==> src/rtl/riscv_imm_pkg.sv <==
// Immediate-format codes, range bounds and a field extractor shared by the
// immediate extender, the control decoder and the immediate encoder.
package riscv_imm_pkg;

  localparam logic [2:0] IMM_I = 3'b000;
  localparam logic [2:0] IMM_S = 3'b001;
  localparam logic [2:0] IMM_B = 3'b010;
  localparam logic [2:0] IMM_J = 3'b011;
  localparam logic [2:0] IMM_U = 3'b100;

  // Signed bounds of the representable immediate per format
  localparam logic signed [31:0] IMM12_MIN = -32'sd2048;
  localparam logic signed [31:0] IMM12_MAX =  32'sd2047;
  localparam logic signed [31:0] IMM13_MIN = -32'sd4096;
  localparam logic signed [31:0] IMM13_MAX =  32'sd4095;
  localparam logic signed [31:0] IMM21_MIN = -32'sd1048576;
  localparam logic signed [31:0] IMM21_MAX =  32'sd1048575;

  typedef struct packed {
    logic [2:0]  immsrc;
    logic [31:0] imm;
    logic [31:0] tmpl;
  } imm_req_t;

  // Same extraction the extender performs; used to cross-check the packer.
  function automatic logic [31:0] extract_imm(input logic [2:0] src, input logic [31:0] i);
    case (src)
      IMM_I:   extract_imm = {{20{i[31]}}, i[31:20]};
      IMM_S:   extract_imm = {{20{i[31]}}, i[31:25], i[11:7]};
      IMM_B:   extract_imm = {{19{i[31]}}, i[31], i[7], i[30:25], i[11:8], 1'b0};
      IMM_J:   extract_imm = {{11{i[31]}}, i[31], i[19:12], i[20], i[30:21], 1'b0};
      IMM_U:   extract_imm = {i[31:12], 12'b0};
      default: extract_imm = '0;
    endcase
  endfunction

endpackage

==> src/rtl/imm_encoder_if.sv <==
// Request/response handshake bundle of the immediate encoder.
interface imm_encoder_if;
  logic        in_valid;
  logic        in_ready;
  logic [2:0]  in_immsrc;
  logic [31:0] in_imm;
  logic [31:0] in_tmpl;
  logic        out_valid;
  logic        out_ready;
  logic [31:0] out_instr;
  logic        out_err;

  modport master (
    output in_valid, in_immsrc, in_imm, in_tmpl, out_ready,
    input  in_ready, out_valid, out_instr, out_err
  );

  modport slave (
    input  in_valid, in_immsrc, in_imm, in_tmpl, out_ready,
    output in_ready, out_valid, out_instr, out_err
  );
endinterface

==> src/rtl/imm_pack.sv <==
// Combinational packer: scatters an immediate into its format's instruction
// bit positions over a template and flags unrepresentable values.
module imm_pack
  import riscv_imm_pkg::*;
(
  input  logic [2:0]  immsrc_i,
  input  logic [31:0] imm_i,
  input  logic [31:0] tmpl_i,
  output logic [31:0] instr_o,
  output logic        err_o
);

  logic signed [31:0] simm;
  assign simm = $signed(imm_i);

  always_comb begin
    instr_o = tmpl_i;
    err_o   = 1'b0;
    case (immsrc_i)
      IMM_I: begin
        instr_o[31:20] = imm_i[11:0];
        err_o          = (simm < IMM12_MIN) || (simm > IMM12_MAX);
      end
      IMM_S: begin
        instr_o[31:25] = imm_i[11:5];
        instr_o[11:7]  = imm_i[4:0];
        err_o          = (simm < IMM12_MIN) || (simm > IMM12_MAX);
      end
      IMM_B: begin
        instr_o[31]    = imm_i[12];
        instr_o[7]     = imm_i[11];
        instr_o[30:25] = imm_i[10:5];
        instr_o[11:8]  = imm_i[4:1];
        err_o          = (simm < IMM13_MIN) || (simm > IMM13_MAX) || imm_i[0];
      end
      IMM_J: begin
        instr_o[31]    = imm_i[20];
        instr_o[30:21] = imm_i[10:1];
        instr_o[20]    = imm_i[11];
        instr_o[19:12] = imm_i[19:12];
        err_o          = (simm < IMM21_MIN) || (simm > IMM21_MAX) || imm_i[0];
      end
      IMM_U: begin
        instr_o[31:12] = imm_i[31:12];
        err_o          = |imm_i[11:0];
      end
      // Unknown format: template passes through untouched, flagged as error
      default: err_o = 1'b1;
    endcase
  end

endmodule

==> src/rtl/imm_encoder.sv <==
// Two-stage valid/ready immediate encoder with saturating statistics.
// Define IMM_ENCODER_SELFCHECK_EN to add the re-extraction cross-check port.
module imm_encoder
  import riscv_imm_pkg::*;
#(
  parameter int CNT_W = 16
) (
  input  logic             clk,
  input  logic             reset,
  imm_encoder_if.slave     bus,
`ifdef IMM_ENCODER_SELFCHECK_EN
  output logic             chk_mismatch,
`endif
  output logic [CNT_W-1:0] enc_cnt,
  output logic [CNT_W-1:0] err_cnt
);

  imm_req_t         req_d, s1_req_q;
  logic             s1_vld_q, s2_vld_q;
  logic             s1_load, s2_load, accept, out_xfer;
  logic [31:0]      pack_instr, instr_q;
  logic             pack_err, err_q;
  logic [CNT_W-1:0] enc_cnt_d, enc_cnt_q, err_cnt_d, err_cnt_q;

  assign req_d = '{immsrc: bus.in_immsrc, imm: bus.in_imm, tmpl: bus.in_tmpl};

  // in_ready is combinational from out_ready so a full pipe streams at rate
  assign s2_load      = !s2_vld_q || bus.out_ready;
  assign s1_load      = !s1_vld_q || s2_load;
  assign accept       = bus.in_valid && s1_load;
  assign out_xfer     = s2_vld_q && bus.out_ready;
  assign bus.in_ready = s1_load;

  imm_pack u_pack (
    .immsrc_i (s1_req_q.immsrc),
    .imm_i    (s1_req_q.imm),
    .tmpl_i   (s1_req_q.tmpl),
    .instr_o  (pack_instr),
    .err_o    (pack_err)
  );

  always_ff @(posedge clk or posedge reset) begin
    if (reset) begin
      s1_vld_q <= 1'b0;
      s1_req_q <= '0;
    end else if (s1_load) begin
      s1_vld_q <= bus.in_valid;
      if (accept) s1_req_q <= req_d;
    end
  end

  always_ff @(posedge clk or posedge reset) begin
    if (reset) begin
      s2_vld_q <= 1'b0;
      instr_q  <= '0;
      err_q    <= 1'b0;
    end else if (s2_load) begin
      s2_vld_q <= s1_vld_q;
      if (s1_vld_q) begin
        instr_q <= pack_instr;
        err_q   <= pack_err;
      end
    end
  end

  always_comb begin
    enc_cnt_d = enc_cnt_q;
    err_cnt_d = err_cnt_q;
    if (out_xfer) begin
      if (err_q) begin
        if (err_cnt_q != '1) err_cnt_d = err_cnt_q + CNT_W'(1);
      end else begin
        if (enc_cnt_q != '1) enc_cnt_d = enc_cnt_q + CNT_W'(1);
      end
    end
  end

  always_ff @(posedge clk or posedge reset) begin
    if (reset) begin
      enc_cnt_q <= '0;
      err_cnt_q <= '0;
    end else begin
      enc_cnt_q <= enc_cnt_d;
      err_cnt_q <= err_cnt_d;
    end
  end

  assign bus.out_valid = s2_vld_q;
  assign bus.out_instr = instr_q;
  assign bus.out_err   = err_q;
  assign enc_cnt       = enc_cnt_q;
  assign err_cnt       = err_cnt_q;

`ifdef IMM_ENCODER_SELFCHECK_EN
  logic [31:0] s2_imm_q;
  logic [2:0]  s2_src_q;

  always_ff @(posedge clk or posedge reset) begin
    if (reset) begin
      s2_imm_q <= '0;
      s2_src_q <= '0;
    end else if (s2_load && s1_vld_q) begin
      s2_imm_q <= s1_req_q.imm;
      s2_src_q <= s1_req_q.immsrc;
    end
  end

  // A clean word must decode back to exactly the immediate that was packed
  assign chk_mismatch = s2_vld_q && !err_q && (extract_imm(s2_src_q, instr_q) != s2_imm_q);

  a_no_mismatch: assert property (@(posedge clk) disable iff (reset) !chk_mismatch);
`endif

endmodule
==> src/flat_wrapper.sv <==
// flat-port wrapper written by rule: the top's interface ports become plain ports
module imm_encoder_flat import riscv_imm_pkg::*;
#(
  parameter int CNT_W = 16
)
  (clk, reset, enc_cnt, err_cnt, bus_in_valid, bus_in_immsrc, bus_in_imm, bus_in_tmpl, bus_out_ready, bus_in_ready, bus_out_valid, bus_out_instr, bus_out_err);
  imm_encoder_if bus_i ();
  input  logic clk;
  input  logic reset;
  output logic [CNT_W-1:0] enc_cnt;
  output logic [CNT_W-1:0] err_cnt;
  input wire logic [$bits(bus_i.in_valid)-1:0] bus_in_valid;
  input wire logic [$bits(bus_i.in_immsrc)-1:0] bus_in_immsrc;
  input wire logic [$bits(bus_i.in_imm)-1:0] bus_in_imm;
  input wire logic [$bits(bus_i.in_tmpl)-1:0] bus_in_tmpl;
  input wire logic [$bits(bus_i.out_ready)-1:0] bus_out_ready;
  output wire logic [$bits(bus_i.in_ready)-1:0] bus_in_ready;
  output wire logic [$bits(bus_i.out_valid)-1:0] bus_out_valid;
  output wire logic [$bits(bus_i.out_instr)-1:0] bus_out_instr;
  output wire logic [$bits(bus_i.out_err)-1:0] bus_out_err;
  assign bus_i.in_valid = bus_in_valid;
  assign bus_i.in_immsrc = bus_in_immsrc;
  assign bus_i.in_imm = bus_in_imm;
  assign bus_i.in_tmpl = bus_in_tmpl;
  assign bus_i.out_ready = bus_out_ready;
  assign bus_in_ready = bus_i.in_ready;
  assign bus_out_valid = bus_i.out_valid;
  assign bus_out_instr = bus_i.out_instr;
  assign bus_out_err = bus_i.out_err;
  imm_encoder #(.CNT_W(CNT_W)) u_core (.clk(clk), .reset(reset), .bus(bus_i), .enc_cnt(enc_cnt), .err_cnt(err_cnt));
endmodule
==> config.mk <==
export PLATFORM = sky130hd
export DESIGN_NAME = imm_encoder_flat
export DESIGN_NICKNAME = d
export VERILOG_FILES = /design/src/rtl/riscv_imm_pkg.sv /design/src/rtl/imm_encoder_if.sv /design/src/rtl/imm_pack.sv /design/src/rtl/imm_encoder.sv /design/src/flat_wrapper.sv
export SDC_FILE = /design/constraint.sdc
export NUM_CORES = 1
export LEC_CHECK = 0
export BUFFER_PORTS_ARGS = -buffer_cell sky130_fd_sc_hd__buf_2
export CAP_MARGIN = 5
export CORE_MARGIN = 10
export CORE_UTILIZATION = 58
export CTS_CLUSTER_DIAMETER = 30
export DETAILED_ROUTE_END_ITERATION = 16
export GPL_TIMING_DRIVEN = 1
export HOLD_SLACK_MARGIN = 0.12
export PLACE_DENSITY = 0.93
export SKIP_LAST_GASP = 1
export SYNTH_ARGS = -nofsm -noshare
export SYNTH_HDL_FRONTEND = slang
export SYNTH_SLANG_ARGS = --single-unit
==> constraint.sdc <==
create_clock -name clk -period 8.9 [get_ports clk]
set_input_delay 0.445 -clock clk [delete_from_list [all_inputs] [get_ports clk]]
set_output_delay 0.445 -clock clk [all_outputs]
set_load 0.005 [all_outputs]
== Word-level counts from Yosys, hierarchy flattened ==
Cells that the tools add are included.
W data, S select, Z words.

* $add $sub $neg: 2
* Order comparisons: 6
* Equality and inequality tests: 6
* Muxes and demuxes: 5
* Bitwise operators: 1
* Reductions and logical operators: 19

{| class="wikitable"
|+ Operators by type and width
! cell !! count
|-
| $add A16 B1 Y16 const B || 2
|-
| $gt A32 B12 Y1 const B || 1
|-
| $gt A32 B13 Y1 const B || 1
|-
| $gt A32 B21 Y1 const B || 1
|-
| $lt A32 B12 Y1 const B || 1
|-
| $lt A32 B13 Y1 const B || 1
|-
| $lt A32 B21 Y1 const B || 1
|-
| $ne A16 B16 Y1 const B || 2
|-
| $pmux W7 S4 || 1
|-
| $pmux W5 S3 || 1
|-
| $reduce_or A12 Y1 || 1
|-
| $pmux W5 S2 || 1
|-
| $mux W8 || 1
|-
| $logic_or A1 B1 Y1 || 7
|-
| $eq A3 B2 Y1 const B || 2
|-
| $reduce_and A3 Y1 || 2
|-
| $pmux W1 S4 || 1
|-
| $reduce_and A2 Y1 || 2
|-
| $reduce_or A2 Y1 || 2
|-
| $eq A3 B1 Y1 const B || 1
|-
| $eq A3 B3 Y1 const B || 1
|-
| $logic_not A3 Y1 || 1
|-
| $logic_and A1 B1 Y1 || 2
|-
| $logic_not A1 Y1 || 2
|-
| $not A1 Y1 || 1
|}

* Bits in registers: 134
* Bits of input ports: 71

== Longest topological paths before layout ==
Gate-level depths: netlist of run 1.

* Depth in word-level cells: 5
* Mapped depth: 7
* Depth with buffers taken out: 6

== Hierarchy ==
From an unflattened synthesis of run 1, not the netlist that was laid out.

* Cells, all modules: 495
* Area total of the unflattened synthesis: 6207.2 µm²

{| class="wikitable"
|+ Modules (own cells, without submodules)
! module !! instances !! cells each !! area each (µm²)
|-
| imm_encoder || 1 || 368 || 5385.2
|-
| imm_pack || 1 || 127 || 822.0
|}

== Least setup slack after synthesis of run 1 ==
Ideal clock, no wire load.

* Path type: flip-flop to flip-flop
* From: register u_core.err_cnt_q[0], in the netlist u_core.err_cnt[0]
* To: register u_core.err_cnt_q[13], in the netlist u_core.err_cnt[13]
* Library setup time: 132 ps
* Data arrival time: 1541 ps
* Data required time: 8768 ps
* Slack: 7227 ps
* Cell stages (with the launch flop): 8
* Buffers on the path: 1
* Period minus slack after synthesis: 1673 ps
* Cells stage by stage: dfrtp_1 > ha_1 > nand3_2 > nor4_1 > or2_1 > buf_6 > nor3_1 > xor2_1

* Cells in the longest elaborated chain, start to end: 2
* Elaborated cells between the ends (all ways): 3
* Classes of those cells: 1 x add/sub; 1 x eq/ne; 1 x reduce/logical

{| class="wikitable"
|+ RTL lines
! element !! line !! source
|-
| from (decl) || imm_encoder.sv:23 || <nowiki>logic [CNT_W-1:0] enc_cnt_d, enc_cnt_q, err_cnt_d, err_cnt_q;</nowiki>
|-
| from (signal assigned) || imm_encoder.sv:84 || <nowiki>err_cnt_q <= err_cnt_d;</nowiki>
|-
| parallel branches: the longest is 2 deep, another holds $add A16 B1 Y16 || n/a ||
|}

Several ways; the timed one is not identified.
A chain may end at the register's enable or synchronous reset.

== Final worst setup path of run 1 ==
* From: register u_core.s1_req_q[65] in the netlist's numbering
* To: register u_core.instr_q[18], in the netlist u_core.bus.out_instr[18]

* Cells in the longest elaborated chain, start to end: 3
* Elaborated cells between the ends (all ways): 4
* Classes of those cells: 2 x eq/ne; 1 x mux; 1 x reduce/logical

{| class="wikitable"
|+ RTL lines
! element !! line !! source
|-
| from (decl) || imm_encoder.sv:18 || <nowiki>imm_req_t req_d, s1_req_q;</nowiki>
|-
| from (signal assigned) || imm_encoder.sv:48 || <nowiki>if (accept) s1_req_q <= req_d;</nowiki>
|-
| $eq A3 B3 Y1 or $eq A3 B2 Y1 (tied branches) || imm_pack.sv:19 || <nowiki>case (immsrc_i)</nowiki>
|-
| $reduce_or A2 Y1 (no line) (*) || n/a ||
|-
| $mux W8 (*) || imm_pack.sv:19 ||
|-
| to (signal assigned) || imm_encoder.sv:60 || <nowiki>instr_q <= pack_instr;</nowiki>
|-
| to (decl) || imm_encoder.sv:21 || <nowiki>logic [31:0] pack_instr, instr_q;</nowiki>
|}

Every way passes the cells marked *; elsewhere a longest branch is shown, timed or not.

==> summary.txt, run 1 <==
Clock network
  • Cts repair resizes: 0
  • H-Tree Depth: 4
  • Post CTS Setup Buffer Count: 0
  • TritonCTS buffer count: 17
  • # hold bufs at CTS: 1
  • CTS Sinks: 134
  • Clk_lat worst skew: roughly 0.52 ns
  • Clk root buf: clkbuf_8
  • CTS tree: built
  • CTS clk-pin slew, worst paths: approximately 0.060 ns
  • Max Buffers Root-to-Sink: 2

Critical path
  • Startpoint types: flip-flop
  • CP max stage delay: 0.70 ns
  • Slowest-stage cell, CP: nor2_1
  • Crit path max fanout: 24
  • Crit path required time: 9.25 ns
  • Critical path cell sequence: nor2_1 -> nand2_1 -> nand2_2 -> mux2i_1 -> o21ai_0
  • Critical Path Sink Type: flip-flop
  • Crit path DAT: 2.61 ns
  • WS Path Type: flip-flop to flip-flop

Place
  • Dpl cell area: roughly 6700 sq um
  • Dpl hpwl: approximately 11,000 microns
  • I/O Buffers: between 100 and 150
  • Post-Place Cells: 753
  • GPL Wtd Cong: about 0.83
  • Dpl ws: around 6.7 ns

Global route
  • Vias in the first global route: approximately 4,800
  • GR Overflow Total: 0
  • GRT Total Usage: 0.208
  • First-pass GRT wire length: between 20,000 and 25,000 microns
  • Largest net degree at the start of global routing: 82
  • Initial antenna violation count: 0

Detailed routing
  • Metal2 WL: 7250 microns
  • Drt wl/cell: between 15 and 20 microns
  • Routed Wire Length: between 10,000 and 15,000 microns
  • Drt pass-1 iters: 5
  • Vias: roughly 4,600
  • Vias per inst: ~5.8
  • Top layer reached by signal wires: met4
  • Residual DRC: 0
  • Iteration-0 DRC count of the detailed router: 543
  • Met1 wire length: between 5000 and 6000 microns
  • Met3 Routed Length: approximately 1400 microns
  • Post-route ant nets: 0

STA
  • RSZ-0062 raised after global routing: false
  • Post-layout minimum cycle time: between 2 and 2.5 ns
  • Slew @ Worst Pin: approximately 1.0 ns
  • Tcrit/Tclk final: 0.253
  • Rel. slew slack: 0.317
  • Setup TNS: 0 ns
  • Clock skew: roughly 0.011 ns
  • Final Hold Vio Count: 0
  • Setup-failing EPs final: 0
  • Final setup margin: about 6.6 ns
  • Max Fclk: around 0.44 GHz
  • Slew Limit Fails: 0

Floorplan
  • Number of cell rows: 36
  • Die W: between 100 and 150 microns
  • Initial Util: 0.602
  • Die H: between 100 and 150 microns
  • IO Pins: around 140
  • Total core area: between 9000 and 10,000 sq um
  • Die Area: ~15,000 sq um

Finish
  • Area of the multi-input gates: around 2400 sq um
  • Cell area after layout: between 7000 and 8000 sq um
  • Fin nets: 713
  • Sequential Area: approximately 3400 sq um
  • Synth-to-Final Area Change: 23.0%
  • Non-Filler Instances: 786
  • Share of cells above drive strength 1: 0.387
  • N_diodes: 0
  • Fill cell count: about 650

Synth
  • Post-synth EDFFs: 0
  • Flop and latch count out of synthesis: between 100 and 150
  • Syn Area/Cell: between 10 and 15 sq um
  • Synth Instances: ~500
  • Top FF cell, synth: dfrtp_1
  • Syn Nets: 577
  • Number of synthesis warnings: 0
  • Synth top area cells: dfrtp_1 56%, mux2_2 14%, nand2_1 3.6%
  • Top cell type's share of synthesized area: 0.565
  • Yosys top cell by area: dfrtp_1
  • Yosys cell types: 44
  • Post-Syn Area: approximately 5900 sq um
  • Synth async-reset ratio: 1.00
  • Seq/Total Area, Yosys: 0.565

Power
  • P per Cell Area: about 250 nW/um^2
  • Static Leak: ~3.4 nW
  • Final Power: between 1.5 and 2 mW
  • Worst VDD drop: between 0.1 and 0.15 mV

Job
  • Max-Cap Viols: 0

Hold path
  • HP Class: input pin to flip-flop

Run status
  • Status: completed
[layer usage]
layer,vias to the layer above,global-route usage
met3,33,0.0963
met1,2232,0.245
li1,2083,-
met4,0,0.0686
met2,206,0.332
met5,-,0
[critical path, delay by kind of cell, from the launching register on]
family / cells / cell delay, ns
multiplexers: 1 / 0.24
flip-flops: 1 / 0.65
AO/OA/AOI/OAI: 1 / 0.09
AND/OR/NAND/NOR: 3 / 1.10
[power by group]
group / switching, mW / internal (mW)
Combinational: 0.162 / 0.169
Sequential: 0.109 / 0.718
Clock: 0.257 / 0.442
Total: 0.529 / 1.33
[per-stage QoR]
stage	hold WS, ns	utilization
floorplan	0.473	-
global placement	0.457	0.678
detailed placement	0.468	0.678
CTS	0.135	0.740
global route	0.131	0.740
finish	0.156	0.740
[worst paths after layout]
path	from	endpoint	slack, ns	cells past startpoint
worst max-delay path	u_core.s1_req_q[65]$_DFFE_PP0P_	u_core.bus.out_instr[18]$_DFFE_PP0P_	6.65	5
worst min-delay path	bus_in_imm[25]	u_core.s1_req_q[57]$_DFFE_PP0P_	0.16	2
worst max register to register	u_core.s1_req_q[65]$_DFFE_PP0P_	u_core.bus.out_instr[18]$_DFFE_PP0P_	6.65	5
worst min register to register	u_core.bus.out_instr[14]$_DFFE_PP0P_	u_core.bus.out_instr[14]$_DFFE_PP0P_	0.48	2
max in group asynchronous	reset	u_core.bus.out_instr[5]$_DFFE_PP0P_	6.88	4
min in group asynchronous	reset	u_core.enc_cnt[12]$_DFFE_PP0P_	0.57	3
[cells by family after synthesis]
| group | share of synthesized area |
|---|---|
| compound gates | 0.0670 |
| xor+xnor | 0.0457 |
| fa+ha+maj | 0.00422 |
| buf+inv | 0.0236 |
| flops | 0.565 |
| mux | 0.173 |
| simple gates | 0.121 |
[cells in the final DEF (no fill, tap or decap), drive strengths merged, types with 3 or more instances in the layout]
| cell | synthesis | layout |
|---|---|---|
| nor4 | 9 | 9 |
| nand2b | 3 | 3 |
| and4 | 4 | 4 |
| nor2 | 14 | 14 |
| buf | 14 | 139 |
| clkinv | 2 | 8 |
| dfrtp | 134 | 134 |
| nor3 | 12 | 12 |
| clkbuf | 9 | 21 |
| xor2 | 14 | 14 |
| and3 | 4 | 4 |
| nand2 | 58 | 58 |
| o21ai | 38 | 38 |
| inv | 4 | 4 |
| o311ai | 4 | 4 |
| nand4 | 17 | 17 |
| nand3 | 18 | 18 |
| a21oi | 14 | 14 |
| mux2 | 75 | 75 |
| xnor2 | 17 | 17 |
| bufinv | 0 | 3 |
| mux2i | 18 | 18 |
[cell type report]
class / instances / share of cell area
multi-input cells: 341 / 0.335
clock inverters: 11 / 0.0206
flip-flops and latches: 134 / 0.459
inverters: 6 / 0.00343
well taps: 133 / 0.0228
repair buffers: 140 / 0.0973
clock buffers: 21 / 0.0615
[cell usage after synthesis (all sizes together) (4+ instances only)]
cell    number
a21oi       14
and3         4
and4         4
buf         14
clkbuf       9
dfrtp      134
inv          4
mux2        75
mux2i       18
nand2       58
nand3       18
nand4       17
nor2        14
nor3        12
nor4         9
o21ai       38
o311ai       4
xnor2       17
xor2        14
[state kept, by name, summed over array words and instances, names as in the netlist]
name,cells
u_core.s1_req_q,67
u_core.bus.out_instr,32
u_core.enc_cnt,16
u_core.err_cnt,16
u_core.bus.out_err,1
u_core.bus.out_valid,1
u_core.s1_vld_q,1
Note: power is estimated with default switching activity, not from simulation.
==> inputs of run 2 (changes only) <==
ABC_AREA = 1   (was unset)
CORE_UTILIZATION = 49   (was 58)
PLACE_DENSITY = 0.84   (was 0.93)
clock period = 2 ns   (was 8.9 ns; I/O delays follow)
==> summary.txt, run 2 <==
Place
  • Dpl hpwl: 11,800 microns (+10%)
  • GPL Wtd Cong: 0.890 (+6.7%)
  • Dpl ws: 0.259 ns (-6.42 ns)
  • I/O Buffers: 137 (unchanged)
  • Dpl cell area: 7100 sq um (+6.0%)

Global route
  • Largest net degree at the start of global routing: 90 (+9.8%)
  • GRT Total Usage: 0.207 (-0.00140)
  • GRT met3 Usage: 0.0671 (-0.0293)
  • GR Overflow Total: 0 (unchanged)
  • Initial antenna violation count: 1 (+1)
  • First-pass GRT wire length: 29,200 microns (+19%)
  • Met2 Usage GRT: 0.346 (+0.0135)
  • Met1 Use GR: 0.240 (-0.00474)
  • Most Used Layer, Global Route: met2
  • Vias in the first global route: 5,670 (+18%)

Finish
  • Share of cells above drive strength 1: 0.274 (-0.114)
  • Top reg by flops: u_core.s1_req_q
  • Sequential Area: 3350 sq um (unchanged)
  • Most frequent cells in the layout: 137 x buf_2, 134 x dfrtp_1, 125 x nand2_1, 83 x nor2_1, 69 x dlygate4sd3_1
  • Fin nets: 954 (+34%)
  • Commonest non-fill, non-tap cell in the layout: buf_2
  • Fill cell count: 907 (+39%)
  • Max FFs per register: 67 (unchanged)
  • Cell area after layout: 8410 sq um (+15%)
  • Synth-to-Final Area Change: 36.7%
  • Area of the multi-input gates: 2470 sq um (+1.0%)

Critical path
  • R2R Path Start: u_core.enc_cnt[0]$_DFFE_PP0P_
  • WS Path Type: flip-flop to flip-flop
  • R2r endpoint: u_core.enc_cnt[13]$_DFFE_PP0P_
  • Crit path max fanout: 12 (-50%)
  • Critical Path Sink Type: flip-flop
  • Crit path DAT: 2.06 ns (-0.55 ns)
  • Startpoint types: flip-flop
  • R2R depth: 9 (+4)
  • Crit path required time: 2.30 ns (-6.95 ns)
  • R2R Setup Slk: 0.24 ns (-6.40 ns)

Detailed routing
  • Residual DRC: 0 (unchanged)
  • Vias: 5,505 (+21%)
  • Vias per inst: 5.19 (-10%)
  • Drt pass-1 iters: 5 (unchanged)
  • Drt wl/cell: 16.8 microns (-10%)
  • Post-route ant nets: 0 (unchanged)
  • Routed Wire Length: 17,800 microns (+21%)
  • Iteration-0 DRC count of the detailed router: 555 (+2.2%)

Synth
  • Post-synth EDFFs: 0 (unchanged)
  • Yosys cell types: 36 (-18%)
  • Syn Area/Cell: 9.27 sq um (-21%)
  • Flop and latch count out of synthesis: 134 (unchanged)
  • Syn Nets: 736 (+28%)
  • Number of synthesis warnings: 0 (unchanged)
  • Most common cell in the netlist: dfrtp_1
  • Top cell type's share of synthesized area: 0.545 (-0.0195)
  • Synth top area cells: dfrtp_1 55%, nand2_1 7.8%, mux2_2 7.1%
  • Post-Syn Area: 6150 sq um (+3.6%)
  • Top FF cell, synth: dfrtp_1
  • Yosys top cell by area: dfrtp_1
  • Seq/Total Area, Yosys: 0.545 (-0.0195)
  • Synth Instances: 663 (+32%)
  • Synth async-reset ratio: 1.00 (unchanged)
  • Post-synth top cells: 134 x dfrtp_1, 127 x nand2_1, 83 x nor2_1

STA
  • RSZ-0062 raised after global routing: false
  • Max Fclk: 0.569 GHz (+28%)
  • Setup-failing EPs final: 0 (unchanged)
  • Final setup margin: 0.244 ns (-6.40 ns)
  • Rel. slew slack: 0.665 (+0.348)
  • Post-layout minimum cycle time: 1.76 ns (-0.499 ns)
  • Slew @ Worst Pin: 0.501 ns (-0.519 ns)
  • Slew Limit Fails: 0 (unchanged)
  • Clock skew: 0.0126 ns (+0.00170 ns)
  • Setup TNS: 0 ns (unchanged)
  • Tcrit/Tclk final: 0.878 (+0.625)
  • Final Hold Vio Count: 0 (unchanged)
  • Hold_ws: 0.216 ns (+0.0596 ns)

Hold path
  • Hold path cells: 3 (+1)
  • Hold path startpoint: bus_in_valid
  • Hold Path Sink: u_core.s1_req_q[64]$_DFFE_PP0P_
  • HP Class: input pin to flip-flop

Floorplan
  • Die W: 132 microns (+9.0%)
  • Initial Util: 0.506 (-0.0962)
  • Die Area: 17,400 sq um (+19%)
  • Number of cell rows: 40 (+11%)
  • IO Pins: 138 (unchanged)
  • Total core area: 12,200 sq um (+23%)
  • Die H: 132 microns (+9.0%)

Clock network
  • CTS clk-pin slew, worst paths: 0.06 ns (about the same)
  • Max Buffers Root-to-Sink: 2 (unchanged)
  • # hold bufs at CTS: 69 (+68)
  • TritonCTS buffer count: 17 (unchanged)
  • CTS Sinks: 134 (unchanged)
  • H-Tree Depth: 4 (unchanged)
  • Cts repair resizes: 0 (unchanged)
  • Clk_lat worst skew: 0.42 ns (-0.10 ns)
  • Clk root buf: clkbuf_16
  • Post CTS Setup Buffer Count: 0 (unchanged)
  • CTS tree: built

Power
  • Static Leak: 4.06 nW (+19%)
  • Final Power: 9.17 mW (+390%)
  • Worst VDD drop: 0.727 mV (+490%)
  • P per Cell Area: 1090 nW/um^2 (+330%)

Run status
  • Status: completed

Job
  • Max-Cap Viols: 0 (unchanged)
## run 2: metrics by stage
| step | std cells | util |
|---|---|---|
| detailed placement | 961 | 0.583 |
| floorplan | 663 | - |
| global placement | 961 | 0.583 |
| finish | 1061 | 0.691 |
| global route | 1061 | 0.691 |
| CTS | 1060 | 0.691 |
## run 2: worst max path at each step
stage / start / end / slack (ns)
4_1_cts: u_core.enc_cnt[0]$_DFFE_PP0P_ / u_core.enc_cnt[13]$_DFFE_PP0P_ / 0.23
3_5_place_dp: u_core.enc_cnt[0]$_DFFE_PP0P_ / u_core.enc_cnt[13]$_DFFE_PP0P_ / 0.26
2_1_floorplan: reset / u_core.bus.out_err$_DFFE_PP0P_ / 0.23
5_1_grt: u_core.enc_cnt[0]$_DFFE_PP0P_ / u_core.enc_cnt[13]$_DFFE_PP0P_ / 0.03
6_report: u_core.enc_cnt[0]$_DFFE_PP0P_ / u_core.enc_cnt[13]$_DFFE_PP0P_ / 0.24
3_3_place_gp: u_core.enc_cnt[0]$_DFFE_PP0P_ / u_core.enc_cnt[13]$_DFFE_PP0P_ / 0.33
## run 2: power by group
part           internal, mW  total [mW]  switching [mW]
clock network          2.12        3.26            1.14
registers              3.30        3.82           0.517
logic                 0.936        2.09            1.15
total                  6.36        9.17            2.81
## run 2: area by class of cell
class / instances / share of cell area
clock inverter: 6 / 0.0137
timing repair buffer: 219 / 0.181
multi-input combinational: 451 / 0.294
sequential: 134 / 0.399
tap: 168 / 0.0250
clock buffer: 24 / 0.0597
inverter: 58 / 0.0269
antenna: 1 / 0.000298
## run 2: cells by family after synthesis
logic type               Yosys count  synth area share
AND/OR/NAND/NOR                  275             0.192
AO/OA/AOI/OAI                    106            0.0914
buffers and inverters             78            0.0541
multiplexers                      39            0.0714
XOR/XNOR                          29            0.0413
flip-flops                       134             0.545
adder cells (fa/ha/maj)            2           0.00407
## run 2: metal layers
metal,wire length [microns],vias to the layer above,part of all wire
met2,8790,215,0.49
met1,7280,2642,0.41
met4,466,0,0.026
li1,-,2608,-
met3,1290,40,0.072
met5,0,-,0
## run 2: worst max-delay path: stages (launching register included)
cell and delay, ns:
dfrtp_1 0.44, ha_1 0.26, inv_1 0.09, nor2_2 0.06
nand2_2 0.08, nor2_2 0.05, nor3_4 0.35, inv_4 0.14
nand2_1 0.09, o21ai_0 0.08
==> inputs of run 3 (changes only) <==
CELL_PAD_IN_SITES_DETAIL_PLACEMENT = 2   (was unset)
CELL_PAD_IN_SITES_GLOBAL_PLACEMENT = 2   (was unset)
CORE_UTILIZATION = 29   (was 49)
PLACE_DENSITY = 0.83   (was 0.84)
==> summary.txt, run 3 (synthesis results as in run 2) <==
Clock network
  • Clk_lat worst skew: 0.43 ns (about the same)
  • CTS clk-pin slew, worst paths: 0.06 ns (about the same)
  • Clk root buf: clkbuf_16
  • CTS tree: built
  • TritonCTS buffer count: 17 (unchanged)
  • Cts repair resizes: 0 (unchanged)
  • Max Buffers Root-to-Sink: 2 (unchanged)
  • CTS Sinks: 134 (unchanged)
  • H-Tree Depth: 4 (unchanged)

Detailed routing
  • Metal2 WL: 12,600 microns (+43%)
  • Drt wl/cell: 19.8 microns (+18%)
  • Residual DRC: 0 (unchanged)
  • Iteration-0 DRC count of the detailed router: 247 (-55%)
  • Vias: 5,652 (+2.7%)
  • Routed Wire Length: 23,300 microns (+31%)
  • Met1 wire length: 9460 microns (+30%)
  • Drt pass-1 iters: 5 (unchanged)
  • Met3 Routed Length: 1120 microns (-13%)
  • Top layer reached by signal wires: met4
  • Post-route ant nets: 0 (unchanged)
  • Vias per inst: 4.80 (-7.4%)

Hold path
  • HP Class: input pin to async pin

Power
  • P per Cell Area: 1070 nW/um^2 (-2.0%)
  • Clock share of power: 0.343 (-0.012)
  • Static Leak: 4.07 nW (+0.27%)
  • Internal power: 6.03 mW (-5.1%)
  • Switching Fraction: 0.341 (+0.0346)
  • Psw: 3.12 mW (+11%)
  • Power share of the combinational group: 0.241 (+0.013)
  • Worst VDD drop: 0.550 mV (-24%)
  • Reg power frac: 0.417 (about the same)

Run status
  • Status: completed

Floorplan
  • Total core area: 21,000 sq um (+72%)
  • IO Pins: 138 (unchanged)
  • Die Area: 27,400 sq um (+57%)
  • Initial Util: 0.293 (-0.212)
  • Die H: 166 microns (+25%)
  • Die W: 166 microns (+25%)
  • Number of cell rows: 53 (+33%)

STA
  • Final Hold Vio Count: 0 (unchanged)
  • Clock skew: 0.0120 ns (-0.000584 ns)
  • Slew @ Worst Pin: 0.505 ns (+0.00303 ns)
  • Tcrit/Tclk final: 0.908 (+0.0302)
  • RSZ-0062 raised after global routing: false
  • Slew Limit Fails: 0 (unchanged)
  • Max Fclk: 0.551 GHz (-3.3%)
  • Rel. slew slack: 0.662 (-0.00290)
  • Final setup margin: 0.183 ns (-0.0604 ns)
  • Setup-failing EPs final: 0 (unchanged)
  • Post-layout minimum cycle time: 1.82 ns (+0.0604 ns)

Global route
  • First-pass GRT wire length: 37,600 microns (+29%)
  • GR Overflow Total: 0 (unchanged)
  • Vias in the first global route: 6,588 (+16%)
  • Largest net degree at the start of global routing: 58 (-36%)
  • Initial antenna violation count: 0 (-1)
  • GRT Total Usage: 0.169 (-0.0376)

Finish
  • Most frequent cells in the layout: 137 x buf_2, 134 x dfrtp_1, 125 x nand2_1, 83 x nor2_1, 70 x dlygate4sd3_1
  • Commonest non-fill, non-tap cell in the layout: buf_2
  • Share of cells above drive strength 1: 0.283 (+0.00916)
  • Cell area after layout: 8560 sq um (+1.9%)
  • Post-layout util: 0.409 (-0.283)
  • Fin nets: 962 (+0.84%)
  • Synth-to-Final Area Change: 39.3%
  • Max FFs per register: 67 (unchanged)
  • Top reg by flops: u_core.s1_req_q
  • Non-Filler Instances: 1,177 (+11%)
  • N_diodes: 0 (-1)

Place
  • Dpl cell area: 7260 sq um (+2.3%)
  • Dpl hpwl: 15,500 microns (+32%)
  • GPL Wtd Cong: 0.833 (-6.4%)
  • Post-Place Cells: 1,072 (+12%)
  • I/O Buffers: 137 (unchanged)
  • Dpl ws: -0.138 ns (-0.397 ns)

Critical path
  • WS Path Type: flip-flop to flip-flop
  • Crit path required time: 2.31 ns (about the same)
  • Critical Path Sink Type: flip-flop
  • Startpoint types: flip-flop
  • Crit path DAT: 2.12 ns (+0.06 ns)
  • Crit path max fanout: 9 (-3)

Job
  • Max-Cap Viols: 0 (unchanged)
-- run 3: cell types whose count changed in the layout (fill, tap and decap cells not counted), moves of 2 or more --
| cell | previous run | this run |
|---|---|---|
| clkinvlp_4 | 2 | 5 |
| clkbuf_1 | 2 | 0 |
| inv_6 | 1 | 6 |
| buf_4 | 9 | 16 |
| bufinv_16 | 3 | 1 |
| clkbuf_8 | 5 | 1 |
-- run 3: cell type report --
class,instances,area [sq um]
Clock buffer,18,439
Sequential cell,134,3350
Fill cell,2327,12400
Multi-Input combinational cell,451,2470
Clock inverter,14,141
Inverter,58,226
Tap cell,275,344
Timing Repair Buffer,227,1590
-- run 3: power groups by stage --
stage | Combinational [mW] | Clock, mW | Sequential (mW)
final | 2.20 | 3.14 | 3.81
after global routing | 2.49 | 3.33 | 3.91
after CTS | 2.24 | 3.22 | 3.81
after detailed placement | 2.10 | 0 | 3.85
after global placement | 2.01 | 0 | 3.81
after floorplan | 1.13 | 0 | 3.75
-- run 3: metal layers --
metal  vias up  GRT usage
met2       133      0.310
met4         0     0.0397
met5         -          0
met1      2877      0.192
met3        22     0.0428
li1       2620          -
-- run 3: metrics by stage --
| stage | hold WS [ns] | power [mW] | setup TNS, ns |
|---|---|---|---|
| after global placement | 0.0880 | 5.82 | 0 |
| after global routing | 0.230 | 9.73 | 0 |
| after CTS | 0.190 | 9.27 | 0 |
| after floorplan | 0.250 | 4.88 | 0 |
| final | 0.201 | 9.16 | 0 |
| after detailed placement | 0.0938 | 5.95 | -0.530 |
-- run 3: worst max-delay path, stage by stage (launching register included) --
cell     delay (ns)
dfrtp_1        0.41
ha_1           0.23
inv_1          0.11
nor2_1         0.08
nand2_1        0.08
inv_2          0.05
nand3_2        0.07
nand2_4        0.12
nor3_2         0.26
nand3_1        0.11
nand2_1        0.10
nand2_1        0.07
-- run 3: final timing paths --
check / slack, ns / to / start / cells after the start
min in group clk: 0.43 / u_core.s1_req_q[14]$_DFFE_PP0P_ / bus_in_tmpl[14] / 3
hold reg to reg: 0.48 / u_core.bus.out_instr[5]$_DFFE_PP0P_ / u_core.bus.out_instr[5]$_DFFE_PP0P_ / 2
setup reg to reg: 0.18 / u_core.err_cnt[13]$_DFFE_PP0P_ / u_core.err_cnt[0]$_DFFE_PP0P_ / 11
max in group asynchronous: 1.14 / u_core.s1_req_q[56]$_DFFE_PP0P_ / reset / 4
setup / recovery: 0.18 / u_core.err_cnt[13]$_DFFE_PP0P_ / u_core.err_cnt[0]$_DFFE_PP0P_ / 11
hold / removal: 0.20 / u_core.enc_cnt[11]$_DFFE_PP0P_ / reset / 3
-- run 3: what timing repair did --
item,4_1_cts,5_1_grt
setup buffers,3,0
hold buffers,70,0
hold endpoints to repair,203,0
setup endpoints to repair,12,0
